<file path="src/rtl/mips_multi_control.sv">
// Multicycle MIPS control FSM: sequences fetch/decode/execute/mem/writeback and
// issues ALU operand selects, ALU op code and datapath write enables each cycle.
module mips_multi_control #(
  parameter int OPW = 6,
  parameter int STW = 4
) (
  input  logic           clk,
  input  logic           reset,
  input  logic [OPW-1:0] opcode,
  input  logic [OPW-1:0] funct,
  input  logic           zero,
  output logic           pc_en,
  output logic           iord,
  output logic           mem_write,
  output logic           ir_write,
  output logic           reg_write,
  output logic           reg_dst,
  output logic           mem_to_reg,
  output logic           alu_src_a,
  output logic [1:0]     alu_src_b,
  output logic           imm_zext,
  output logic [2:0]     alu_select,
  output logic [1:0]     pc_src,
  output logic           illegal_op,
  output logic [STW-1:0] state_dbg
);

  typedef enum logic [STW-1:0] {
    S_FETCH  = 4'd0,
    S_DECODE = 4'd1,
    S_MEMADR = 4'd2,
    S_MEMRD  = 4'd3,
    S_MEMWB  = 4'd4,
    S_MEMWR  = 4'd5,
    S_REX    = 4'd6,
    S_ALUWB  = 4'd7,
    S_BEQEX  = 4'd8,
    S_IMMEX  = 4'd9,
    S_IMMWB  = 4'd10,
    S_JUMP   = 4'd11
  } state_t;

  localparam logic [OPW-1:0] OP_RTYPE = 6'h00;
  localparam logic [OPW-1:0] OP_J     = 6'h02;
  localparam logic [OPW-1:0] OP_BEQ   = 6'h04;
  localparam logic [OPW-1:0] OP_ADDI  = 6'h08;
  localparam logic [OPW-1:0] OP_ANDI  = 6'h0C;
  localparam logic [OPW-1:0] OP_XORI  = 6'h0E;
  localparam logic [OPW-1:0] OP_LW    = 6'h23;
  localparam logic [OPW-1:0] OP_SW    = 6'h2B;

  state_t     state_q, state_d;
  logic       funct_ok;
  logic [2:0] funct_sel;
  logic       pc_write;
  logic       branch;

  always_ff @(posedge clk or posedge reset) begin
    if (reset) state_q <= S_FETCH;
    else       state_q <= state_d;
  end

  assign state_dbg = state_q;

  // R-type funct decode shared by DECODE (legality) and REX (ALU op).
  always_comb begin
    funct_ok  = 1'b1;
    funct_sel = 3'b000;
    case (funct)
      6'h20:   funct_sel = 3'b000;
      6'h24:   funct_sel = 3'b001;
      6'h26:   funct_sel = 3'b010;
      6'h27:   funct_sel = 3'b100;
      6'h00:   funct_sel = 3'b101;
      6'h02:   funct_sel = 3'b110;
      default: funct_ok  = 1'b0;
    endcase
  end

  always_comb begin
    state_d    = S_FETCH;
    pc_write   = 1'b0;
    branch     = 1'b0;
    iord       = 1'b0;
    mem_write  = 1'b0;
    ir_write   = 1'b0;
    reg_write  = 1'b0;
    reg_dst    = 1'b0;
    mem_to_reg = 1'b0;
    alu_src_a  = 1'b0;
    alu_src_b  = 2'b00;
    imm_zext   = 1'b0;
    alu_select = 3'b000;
    pc_src     = 2'b00;
    illegal_op = 1'b0;
    case (state_q)
      S_FETCH: begin
        ir_write  = 1'b1;
        alu_src_b = 2'b01;
        pc_write  = 1'b1;
        state_d   = S_DECODE;
      end
      S_DECODE: begin
        alu_src_b = 2'b11;
        case (opcode)
          OP_LW, OP_SW:              state_d = S_MEMADR;
          OP_RTYPE: begin
            if (funct_ok) state_d = S_REX;
            else          illegal_op = 1'b1;
          end
          OP_BEQ:                    state_d = S_BEQEX;
          OP_ADDI, OP_ANDI, OP_XORI: state_d = S_IMMEX;
          OP_J:                      state_d = S_JUMP;
          default:                   illegal_op = 1'b1;
        endcase
      end
      S_MEMADR: begin
        alu_src_a = 1'b1;
        alu_src_b = 2'b10;
        state_d   = (opcode == OP_LW) ? S_MEMRD : S_MEMWR;
      end
      S_MEMRD: begin
        iord    = 1'b1;
        state_d = S_MEMWB;
      end
      S_MEMWB: begin
        reg_write  = 1'b1;
        mem_to_reg = 1'b1;
      end
      S_MEMWR: begin
        iord      = 1'b1;
        mem_write = 1'b1;
      end
      S_REX: begin
        alu_src_a  = 1'b1;
        alu_select = funct_sel;
        state_d    = S_ALUWB;
      end
      S_ALUWB: begin
        reg_write = 1'b1;
        reg_dst   = 1'b1;
      end
      S_BEQEX: begin
        // xor of A and B gives zero=1 exactly when the operands are equal
        alu_src_a  = 1'b1;
        alu_select = 3'b010;
        pc_src     = 2'b01;
        branch     = 1'b1;
      end
      S_IMMEX: begin
        alu_src_a = 1'b1;
        alu_src_b = 2'b10;
        if (opcode == OP_ANDI) begin
          alu_select = 3'b001;
          imm_zext   = 1'b1;
        end else if (opcode == OP_XORI) begin
          alu_select = 3'b010;
          imm_zext   = 1'b1;
        end
        state_d = S_IMMWB;
      end
      S_IMMWB: begin
        reg_write = 1'b1;
      end
      S_JUMP: begin
        pc_src   = 2'b10;
        pc_write = 1'b1;
      end
      default: state_d = S_FETCH;
    endcase

    pc_en = pc_write | (branch & zero);

    // Reset holds FETCH but must not let its PC/IR loads through.
    if (reset) begin
      pc_en      = 1'b0;
      ir_write   = 1'b0;
      reg_write  = 1'b0;
      mem_write  = 1'b0;
      illegal_op = 1'b0;
    end
  end

endmodule
</file>
<file path="config.mk">
export PLATFORM = sky130hd
export DESIGN_NAME = mips_multi_control
export DESIGN_NICKNAME = d
export VERILOG_FILES = /design/src/rtl/mips_multi_control.sv
export SDC_FILE = /design/constraint.sdc
export NUM_CORES = 1
export LEC_CHECK = 0
export CAP_MARGIN = 20
export CORE_UTILIZATION = 25
export CTS_BUF_LIST = sky130_fd_sc_hd__clkbuf_16
export CTS_CLUSTER_SIZE = 12
export DETAILED_ROUTE_END_ITERATION = 7
export GPL_ROUTABILITY_DRIVEN = 0
export PLACE_DENSITY = 0.55
export RECOVER_POWER = 100
export SYNTH_ARGS = -nofsm -noshare
export SYNTH_HDL_FRONTEND = slang
export SYNTH_SLANG_ARGS = --single-unit
</file>
<file path="constraint.sdc">
create_clock -name clk -period 1.25 [get_ports clk]
set_input_delay 0.125 -clock clk [delete_from_list [all_inputs] [get_ports clk]]
set_output_delay 0.125 -clock clk [all_outputs]
set_load 0.01 [all_outputs]
</file>
* After elaboration in Yosys (flattened, before gate mapping)
Cells that the tools add are included.
** Word-level totals
- ROM bits :: 0
- Memory bits (writable) :: 0
- Memories :: 0
- Bits in latches :: 0
- Register bits :: 4
** Cells by class
- Bitwise logic cells :: 2
- Eq/ne operators :: 23
- Divide/modulo/power cells :: 0
- Shifts and indexed selects :: 0
- Reductions and logical operators :: 12
- $add $sub $neg :: 0
- $lt $le $gt $ge :: 0
- Muxes and demuxes :: 31
- Multipliers :: 0
** Operators by type and width (number)
- == test 6 bit (second input constant) :: 6
- one-hot mux 4 bit (6 select lines) :: 1
- 2-to-1 mux 1 bit :: 20
- one-hot mux 4 bit (5 select lines) :: 1
- == test 6 x 4 -> 1 bit (second input constant) :: 3
- == test 4 x 3 -> 1 bit (second input constant) :: 4
- == test 4 bit (second input constant) :: 4
- one-hot mux 3 bit (5 select lines) :: 1
- == test 6 x 2 -> 1 bit (second input constant) :: 2
- zero test 6 bit :: 2
- one-hot mux 3 bit (3 select lines) :: 1
- == test 4 x 2 -> 1 bit (second input constant) :: 2
- OR reduction 2 bit :: 4
- OR reduction 7 bit :: 1
- == test 6 x 3 -> 1 bit (second input constant) :: 1
- 2-to-1 mux 3 bit :: 2
- one-hot mux 2 bit (3 select lines) :: 1
- OR reduction 3 bit :: 2
- OR reduction 6 bit :: 1
- == test 4 x 1 -> 1 bit (second input constant) :: 1
- zero test 4 bit :: 1
- 2-to-1 mux 2 bit :: 2
- one-hot mux 2 bit (2 select lines) :: 1
- OR reduction 4 bit :: 1
- 3 further kinds :: 3

* Logic depth before layout (Yosys ltp)
Gate-level depths: netlist of run 1.
- Depth in word-level cells :: 7
- Gate-level depth with buffers :: 6
- Gate-level depth less buffers :: 5

* Worst setup path before layout of run 1
OpenSTA, ideal clock, no wires.
- Path kind :: reg-to-output
- Start :: register state_q[2], in the netlist state_dbg[2]
- End :: output alu_select[1]
- Path slack :: -0.227 ns
- Data arrival time :: 1.352 ns
- Data required time :: 1.125 ns
- Cell stages (with the launch flop) :: 6
- Path through :: dfrtp_1 -> nand2b_1 -> nor4_4 -> inv_2 -> nor2_1 -> a211o_1
** On the way
- Word-level cells in the longest chain between the ends :: 2
- Elaborated cells between the ends (all ways) :: 4
- Those cells by class :: 3 x eq/ne; 1 x mux
** RTL lines
- start, declared :: RTL line 52 : state_t state_q, state_d;
- start signal, assigned :: RTL line 60 : else state_q <= state_d;
- == test 4 bit / == test 4 x 3 -> 1 bit (equally long branches) :: RTL line 96 : case (state_q)
- one-hot mux 3 bit (3 select lines) (*) :: RTL line 96
- end, declared :: RTL line 22 : output logic [2:0] alu_select,
Every way passes the cells marked *; elsewhere a longest branch is shown, timed or not.

* Worst setup path in the final report of run 1
- Start :: register state_q[2], in the netlist state_dbg[2]
- End :: output ir_write
** On the way
- Word-level cells in the longest chain between the ends :: 3
** RTL lines
- zero test 4 bit :: RTL line 96
- 2-to-1 mux 1 bit :: RTL line 96
- 2-to-1 mux 1 bit :: RTL line 175 : if (reset) begin
- end, declared :: RTL line 15 : output logic ir_write,
Every way passes these cells.

==> reports/summary.txt, run 1 <==
R2r setup slk = -380 ps
Final clock period utilization by the worst path = 134.4%
Seq/Total Area, Yosys = 14.57%
Share of final-layout standard cells stronger than drive strength 1 = 71.84%
Violated checks = negative setup slack
Worst setup path startpoint = state_dbg[2]
DRC violation count after routing = 0
Crit path required time = 1120 ps
Number of flip-flops and latches in the synthesized netlist = 4
Post-Syn Area = 686.9 um2
Sum of overflow across all layers after global routing = 0
Data arrival time of the critical path = 1550 ps
Clk_skew = 0.4593 ps
CTS buffer count = 3
Instance area after placement = 1305 um2
Number of I/O port buffers = 35
Hold Path Origin = opcode[4]
Result of the run = finished, violations left
Starting Density = 26.99%
Switching component of the power = 0.8489 mW
Estimated wirelength of the detail-placed design = 1784 um
Synthesized netlist cell count = 89
Number of stages on the worst hold path = 4
Via Count = 1000
Relative contribution of combinational cells to total power = 66.2%
Die X-Extent = 54.42 um
Headroom to the max-slew limit = 76.29%
Fin Hold WS = 377.8 ps
Mean area per synthesized cell = 7.718 um2
Worst setup path endpoint = ir_write
Root buffer cell = clkbuf_16
CTS max path bufs = 2
VDD IR max = 0.9377 mV
Max FFs per register = 4
Kind of launch point of the worst setup path = register
Final Instance Area = 1650 um2
Latest clock arrival within the worst-skew pair = 230 ps
Switching share of total power = 38.48%
Iter 0 DRT Violations = 12
Share of total power in the clock network = 23.3%
Hold Crit Class = primary input to register
Routed WL = 2762 um
Final core area utilization = 64.85%
Min setup slack post-route = -429.9 ps
Leakage component of the power = 0.7755 nW
Power Internal = 1.357 mW
Die footprint = 2961 um2
CP Max Fanout = 12
Power per cell area = 1337 nW/um2
Floorplan row count = 18
RR Endpoint = state_dbg[1]
Number of setup violations in the final report = 20
Worst Path Class, Setup = register to primary output
Sequential fraction of design power = 10.5%
Minimum clock period = 1680 ps
Count of synthesis-stage warnings from yosys = 0
I/O pins = 36
Final Max Slew Viols = 0
Final hold violation count = 0
Setup repair after global routing missed its margin = true
FF-to-FF path depth = 4
Antenna Violating Nets Remaining = 0
Area growth, synth to finish = 140.3%
Core region area = 2545 um2
Global-route wire length before repair = 4202 um
NumNets Final = 190
TritonCTS sink count = 4
Number of vias per cell = 4.902
Vias in the first global route = 953
Max Freq = 0.5953 GHz
Depth of the CTS H-tree = 1
Antenna violations before repair = 0
Number of filler cells placed in the layout = 206
Net count of the mapped netlist = 104
Total routing resource utilization after global routing = 19.97%
Overall power = 2.206 mW
Distinct cell type count of the synthesized netlist = 34
Kind of end point of the critical path = primary output
Synth top area cells = dfrtp_1, nor3_1, nor2_1
Maximum number of pins on one net before global-route repair = 13
Area fraction of the dominant cell type after synthesis = 14.57%
# Max-Cap Violations = 0
Count of antenna diodes in the layout = 0
Pre-CTS WS = -949.2 ps
Worst-path clk slew = 30 ps
WL/cell = 13.54 um
Largest area contributor in the synthesized netlist = dfrtp_1
Vertical die dimension = 54.42 um
TritonCTS clock tree = yes
1st-pass router iterations = 4
Worst r2r src = state_dbg[3]
Slew at the pin with the worst max-slew slack = 355.6 ps
[placed cells by master (no fill, tap or decap), types with 2 or more instances in the layout]
| master | count |
|---|---|
| xor2_1 | 2 |
| xnor2_1 | 2 |
| nor2b_1 | 3 |
| a21oi_2 | 2 |
| clkbuf_16 | 3 |
| clkbuf_2 | 3 |
| dfrtp_2 | 4 |
| nor4_4 | 3 |
| nor3_1 | 2 |
| nand2_2 | 2 |
| dlymetal6s2s_1 | 3 |
| or3_4 | 5 |
| o21ai_1 | 2 |
| a21oi_1 | 4 |
| buf_6 | 17 |
| inv_2 | 3 |
| inv_1 | 3 |
| or4_4 | 3 |
| nor3_4 | 4 |
| nor2_1 | 9 |
| dlygate4sd2_1 | 5 |
| buf_2 | 17 |
| nor3_2 | 4 |
| o21ai_2 | 2 |
| nand2b_4 | 3 |
| nor2_2 | 2 |
| buf_4 | 37 |
[worst min path at each step]
stage,slack [ps],to
final,380,state_dbg[1]
after detailed placement,530,state_dbg[0]
after floorplan,-110,state_dbg[0]
after CTS,300,state_dbg[1]
after global placement,530,state_dbg[0]
after global routing,400,state_dbg[1]
[metal layers]
metal | vias up | global-route usage (%) | wire length [um]
li1 | 499 | - | -
met1 | 475 | 22.35 | 1152
met2 | 22 | 38.21 | 1485
met3 | 4 | 1.667 | 88
met4 | 0 | 7.692 | 36
met5 | - | 0 | 0
[cell type report]
cell class	instances	area [um2]	area share, %
Inverter	5	18.77	1.137
Clock inverter	1	3.754	0.2274
Sequential cell	4	105.1	6.368
Multi-Input combinational cell	74	705.7	42.76
Tap cell	30	37.54	2.274
Clock buffer	3	75.07	4.549
Timing Repair Buffer	87	704.4	42.68
[cells in the mapped netlist]
library cell,instances
nand2_1,3
nand2b_1,4
inv_2,2
or3_1,3
a2111oi_2,1
buf_6,3
nor4_4,2
or4_1,3
o31a_1,1
or3_4,2
nor2_1,12
nand4_1,1
nor2b_1,3
o41ai_2,1
xnor2_1,2
nand4b_1,1
a21boi_1,1
o21a_1,1
inv_1,3
a211oi_1,2
clkbuf_8,3
xor2_1,2
dfrtp_1,4
o21ai_1,2
a211o_1,1
and2_1,1
nor3b_1,1
nand3_1,1
nor3_1,10
a221oi_2,1
o21ai_0,3
nor4_1,1
a21oi_1,6
a31oi_1,2
[power groups by stage]
stage               Combinational, mW  Clock (mW)  Sequential [mW]
floorplan                       0.555           0            0.239
global placement                 1.11           0            0.231
detailed placement               1.12           0            0.232
CTS                              1.24       0.516            0.231
global route                     1.57       0.527            0.236
finish                           1.46       0.514            0.233
[through the flow]
stage	TNS, ps	cells
finish	-5976	204
global route	-7028	204
CTS	-5331	196
detailed placement	-11150	182
global placement	-10840	182
floorplan	-278.8	89
[cell families (layout without fill, tap and decap cells)]
family,Yosys count,count (layout),synth area share (%)
xor gates and xnor gates,4,4,5.101
AOI/OAI and AO/OA,22,22,23.50
buffers and inverters,11,96,13.66
DFF,4,4,14.57
and+or+nand+nor,48,48,43.17
[worst max-delay path: stages (launching register included)]
cell,delay (ps)
dfrtp_2,420
buf_4,150
buf_12,140
or4_4,430
nor2_4,90
buf_6,100
[repair_timing]
item	in CTS	in global routing
buffers inserted	11	10
hold buffers	0	0
setup endpoints to repair	25	22
pin swaps	19	18
resized for setup	134	29
(Power assumes the default switching activity.)
==> inputs of run 2 (changes only) <==
PLACE_DENSITY = 0.53   (was 0.55)
REMOVE_ABC_BUFFERS = 1   (was unset)
clock period = 1.7 ns   (was 1.25 ns; I/O delays follow)
==> run 2 against run 1 <==
  * The flow still finishes with violations (negative setup slack)
  * Clock skew increased by 2.0 ps
  * Register-to-register slack improved by 440 ps
  * Worst setup slack improved by 400 ps
  * Wire length decreased by 3.0%
  * Die area unchanged
  * Combinational power decreased by 36%
  * Total power decreased by 34%
  * First-iteration DRC count decreased by 33%
  * Via count increased by 0.80%
  * Cell count increased by 1.5%
  * Non-clock buffer count increased by 4
  * Critical path type unchanged
  * Largest power group unchanged
==> reports/summary.txt, run 2 (synthesized netlist as in run 1, its figures left out) <==
CTS max path bufs = 2
Min setup slack post-route = -26.34 ps
Max Freq = 0.5793 GHz
Kind of end point of the critical path = primary output
Count of hold-fix buffers inserted at cts = 0
WL/cell = 12.94 um
Die footprint = 2961 um2
Global-route wire length before repair = 4112 um
Maximum number of pins on one net before global-route repair = 10
Grt peak-use layer = met2
Root buffer cell = clkbuf_16
Clk_skew = 2.419 ps
Worst Path Class, Setup = register to primary output
Estimated wirelength of the detail-placed design = 1886 um
Iter 0 DRT Violations = 8
Antenna violations before repair = 0
Final non-filler cell total = 207
Number of I/O port buffers = 35
Vias in the first global route = 945
Setup repair after global routing missed its margin = true
Latest clock arrival within the worst-skew pair = 230 ps
Worst-path clk slew = 30 ps
Area growth, synth to finish = 124.8%
Data arrival time of the critical path = 1560 ps
Depth of the CTS H-tree = 1
Final clock period utilization by the worst path = 101.5%
Minimum clock period = 1726 ps
Max FFs per register = 4
R2r setup slk = 60 ps
Commonest cells after routing, fill and taps aside = buf_4, dlygate4sd2_1, nor2_1, buf_2, nor3_1
Instance area after placement = 1285 um2
Final Max Slew Viols = 0
DRC violation count after routing = 0
1st-pass router iterations = 4
CP Max Fanout = 5
Slew at the pin with the worst max-slew slack = 381.0 ps
Share of final-layout standard cells stronger than drive strength 1 = 53.67%
Routing usage on met3 = 5.000%
FF-to-FF path depth = 5
Result of the run = finished, violations left
Kind of launch point of the worst setup path = register
TritonCTS clock tree = yes
NumNets Final = 194
Vertical die dimension = 54.42 um
Count of antenna diodes in the layout = 0
Core region area = 2545 um2
GR met1 Demand/Resource = 21.84%
Starting Density = 26.99%
TritonCTS sink count = 4
Antenna Violating Nets Remaining = 0
CTS buffer count = 3
Crit path required time = 1530 ps
Floorplan row count = 18
Number of setup violations in the final report = 2
Die X-Extent = 54.42 um
Most frequent standard cell in the layout excluding fill and tap cells = buf_4
Via Count = 1008
Power per cell area = 939.8 nW/um2
VDD IR max = 0.6442 mV
Violated checks = negative setup slack
Routed WL = 2678 um
Pre-CTS WS = -624.1 ps
Final hold violation count = 0
Sum of overflow across all layers after global routing = 0
Number of stages on the worst hold path = 5
Total routing resource utilization after global routing = 19.79%
Final Instance Area = 1544 um2
Met2 Use GR = 35.77%
Number of vias per cell = 4.870
Leakage component of the power = 0.7187 nW
I/O pins = 36
Headroom to the max-slew limit = 73.95%
# Max-Cap Violations = 0
Hold Crit Class = primary input to register
Post-placement cell count = 186
[run 2: area by class of cell]
| cell class | instances | area, um2 |
|---|---|---|
| clock buffer | 3 | 75.07 |
| fill | 266 | 1001 |
| inverter | 5 | 18.77 |
| multi-input combinational | 74 | 584.3 |
| sequential | 4 | 102.6 |
| tap | 30 | 37.54 |
| timing repair buffer | 91 | 725.7 |
[run 2: path summary, 6_finish.rpt]
path	from	endpoint
min in group asynchronous	reset	state_dbg[1]
max in group asynchronous	reset	state_dbg[3]
max reg2reg	state_dbg[2]	state_dbg[1]
min	opcode[5]	state_dbg[1]
min reg2reg	state_dbg[3]	state_dbg[0]
max	state_dbg[2]	ir_write
[run 2: what timing repair did]
item | 4_1_cts | 5_1_grt
buffers inserted | 9 | 8
pin swaps | 9 | 8
gates cloned | 0 | 1
endpoints found under the setup margin | 17 | 10
resized for setup | 76 | 18
[run 2: metal layers]
metal	up-vias	share of wire, %	routed length [um]
met2	24	52	1386
met5	-	0	0
met3	5	4.5	120
met4	0	1.3	35
met1	474	42	1136
li1	505	-	-
[run 2: stage by stage]
step | hold slack [ps] | total power [mW] | setup TNS (ps) | util, %
after floorplan | -63.92 | 0.4515 | 0 | -
after global placement | 549.9 | 0.9186 | -3252 | 50.49
after detailed placement | 546.0 | 0.9306 | -3534 | 50.49
after CTS | 311.5 | 1.388 | -24.30 | 57.52
after global routing | 530.4 | 1.550 | -564.0 | 60.67
final | 492.5 | 1.451 | -32.52 | 60.67
[run 2: critical path, stage by stage, from the launching register on]
cell and delay [ps]:
dfrtp_1 380, clkbuf_1 130, buf_2 180, or4_1 400, nor2_1 110, buf_2 140
[run 2: power by group]
part           switching (mW)  total, mW  internal, mW
clock network          0.0686      0.369         0.301
logic                   0.413      0.928         0.515
registers              0.0308      0.153         0.122
==> inputs of run 3 (changes only) <==
PLACE_DENSITY = unset   (was 0.53)
PLACE_DENSITY_LB_ADDON = 0.1   (was unset)
SKIP_LAST_GASP = 1   (was unset)
clock period = 1.6 ns   (was 1.7 ns; I/O delays follow)
==> run 3 against run 2 <==
  * The run still ends with negative setup slack left
  * Sequential power grew 16%
  * Combinational power shrank 0.6%
  * First-iteration DRC count grew 75%
  * Sequential cell count is the same
  * Final area shrank 2.3%
  * Wire length shrank 6.9%
==> reports/summary.txt, run 3 (synthesized netlist as in run 1, its figures left out) <==
Starting Density = 26.99%
Area taken by flip-flops and latches = 101.3 um2
Total routing resource utilization after global routing = 17.94%
Clk_skew = 5.882 ps
Power per cell area = 992.9 nW/um2
Instance area after placement = 1285 um2
Leakage component of the power = 0.6933 nW
Core region area = 2545 um2
Depth of the CTS H-tree = 1
Antenna violations before repair = 0
Min setup slack post-route = -108.6 ps
Maximum cell stage delay along the critical path = 500 ps
Largest delay share family, worst path = simple AND/OR/NAND/NOR gates
Die footprint = 2961 um2
Post-placement cell count = 186
Crit path depth = 4
# Max-Cap Violations = 0
Kind of end point of the critical path = primary output
Max Freq = 0.5853 GHz
Iter 0 DRT Violations = 14
Routed WL = 2494 um
Minimum clock period = 1709 ps
Global-route wire length before repair = 3829 um
Violated checks = negative setup slack
Count of buffering cells on the critical path with inverters included = 2
Area growth, synth to finish = 119.5%
Hold Crit Class = primary input to register
Worst-path clk slew = 30 ps
FF-to-FF path depth = 4
R2r setup slk = -80 ps
TritonCTS clock tree = yes
Share of final-layout standard cells stronger than drive strength 1 = 56.07%
Data arrival time of the critical path = 1550 ps
Kind of launch point of the worst setup path = register
VDD IR max = 0.9509 mV
WL/cell = 12.29 um
Final Instance Area = 1508 um2
CTS buffer count = 3
1st-pass router iterations = 4
Final non-filler cell total = 203
Met3 WL = 133 um
Number of vias per cell = 4.783
Max FFs per register = 4
Detailed-route wire length on metal 1 = 995 um
Number of stages on the worst hold path = 4
Antenna Violating Nets Remaining = 0
Count of antenna diodes in the layout = 0
Via Count = 971
Floorplan row count = 18
Number of I/O port buffers = 35
Headroom to the max-slew limit = 80.00%
I/O pins = 36
Most frequent standard cell in the layout excluding fill and tap cells = buf_4
NumNets Final = 190
Worst Path Class, Setup = register to primary output
TritonCTS sink count = 4
Crit path required time = 1440 ps
CP Max Fanout = 6
Result of the run = finished, violations left
Slew at the pin with the worst max-slew slack = 300.0 ps
Master of the slowest instance on the critical path = or4_1
Sum of overflow across all layers after global routing = 0
Final clock period utilization by the worst path = 106.8%
Setup repair after global routing missed its margin = true
Multi-input gate area = 593.1 um2
Maximum number of pins on one net before global-route repair = 11
Vias in the first global route = 908
Vertical die dimension = 54.42 um
Final core area utilization = 59.24%
CTS max path bufs = 2
Count of hold-fix buffers inserted at cts = 0
Final Max Slew Viols = 0
DRC violation count after routing = 0
Overall power = 1.497 mW
Number of filler cells placed in the layout = 246
Commonest cells after routing, fill and taps aside = buf_4, nor2_1, buf_2, dlygate4sd2_1, buf_6
Die X-Extent = 54.42 um
Final hold violation count = 0
Cell-by-cell listing of the critical path = buf_6 > or4_1 > nor2_1 > buf_2
Latest clock arrival within the worst-skew pair = 230 ps
Root buffer cell = clkbuf_16
Estimated wirelength of the detail-placed design = 1834 um
Number of setup violations in the final report = 7
Met2 WL post-DR = 1342 um
Highest metal layer with signal wires = met4
==> run 3: through the flow <==
stage          setup WS (ps)  setup TNS, ps  hold slack (ps)
2_1_floorplan         -58.45         -101.6           -73.92
3_3_place_gp          -642.2          -4688            549.9
3_5_place_dp          -670.9          -4999            541.5
4_1_cts               -202.3         -789.7            322.9
5_1_grt               -194.0          -1130            462.7
6_report              -108.6         -449.7            415.5
==> run 3: worst register-to-register path, stage by stage (launching register included) <==
cell	delay [ps]
dfrtp_1	430
buf_6	160
buf_4	140
or4_1	530
o41ai_2	310
==> run 3: power breakdown <==
part / leakage [nW] / internal [mW] / switching [mW] / total [mW]
Sequential: 0.0521 / 0.129 / 0.0488 / 0.178
Combinational: 0.604 / 0.496 / 0.426 / 0.922
Clock: 0.0370 / 0.320 / 0.0775 / 0.397
==> run 3: cell type report <==
type | instances | area share [%]
clock buffers | 3 | 4.979
inverters | 5 | 1.245
multi-input cells | 74 | 39.34
flip-flops and latches | 4 | 6.722
well taps | 30 | 2.490
repair buffers | 87 | 45.23
==> run 3: what timing repair did <==
item | in CTS | in global routing
resized for setup | 77 | 32
pin swaps | 9 | 9
setup endpoints to repair | 20 | 17
setup buffers | 8 | 8
==> run 3: path summary, 6_finish.rpt <==
path | end | from
worst min-delay path | state_dbg[1] | opcode[4]
max in group asynchronous | state_dbg[0] | reset
worst max-delay path | ir_write | state_dbg[3]
min in group asynchronous | state_dbg[1] | reset
worst min register to register | state_dbg[2] | state_dbg[2]
worst max register to register | state_dbg[1] | state_dbg[3]
==> run 3: routing by layer <==
| metal | GRT usage [%] | vias up |
|---|---|---|
| met5 | 0 | - |
| met4 | 3.846 | 0 |
| met3 | 2.778 | 2 |
| met2 | 35.37 | 30 |
| met1 | 19.64 | 438 |
| li1 | - | 501 |
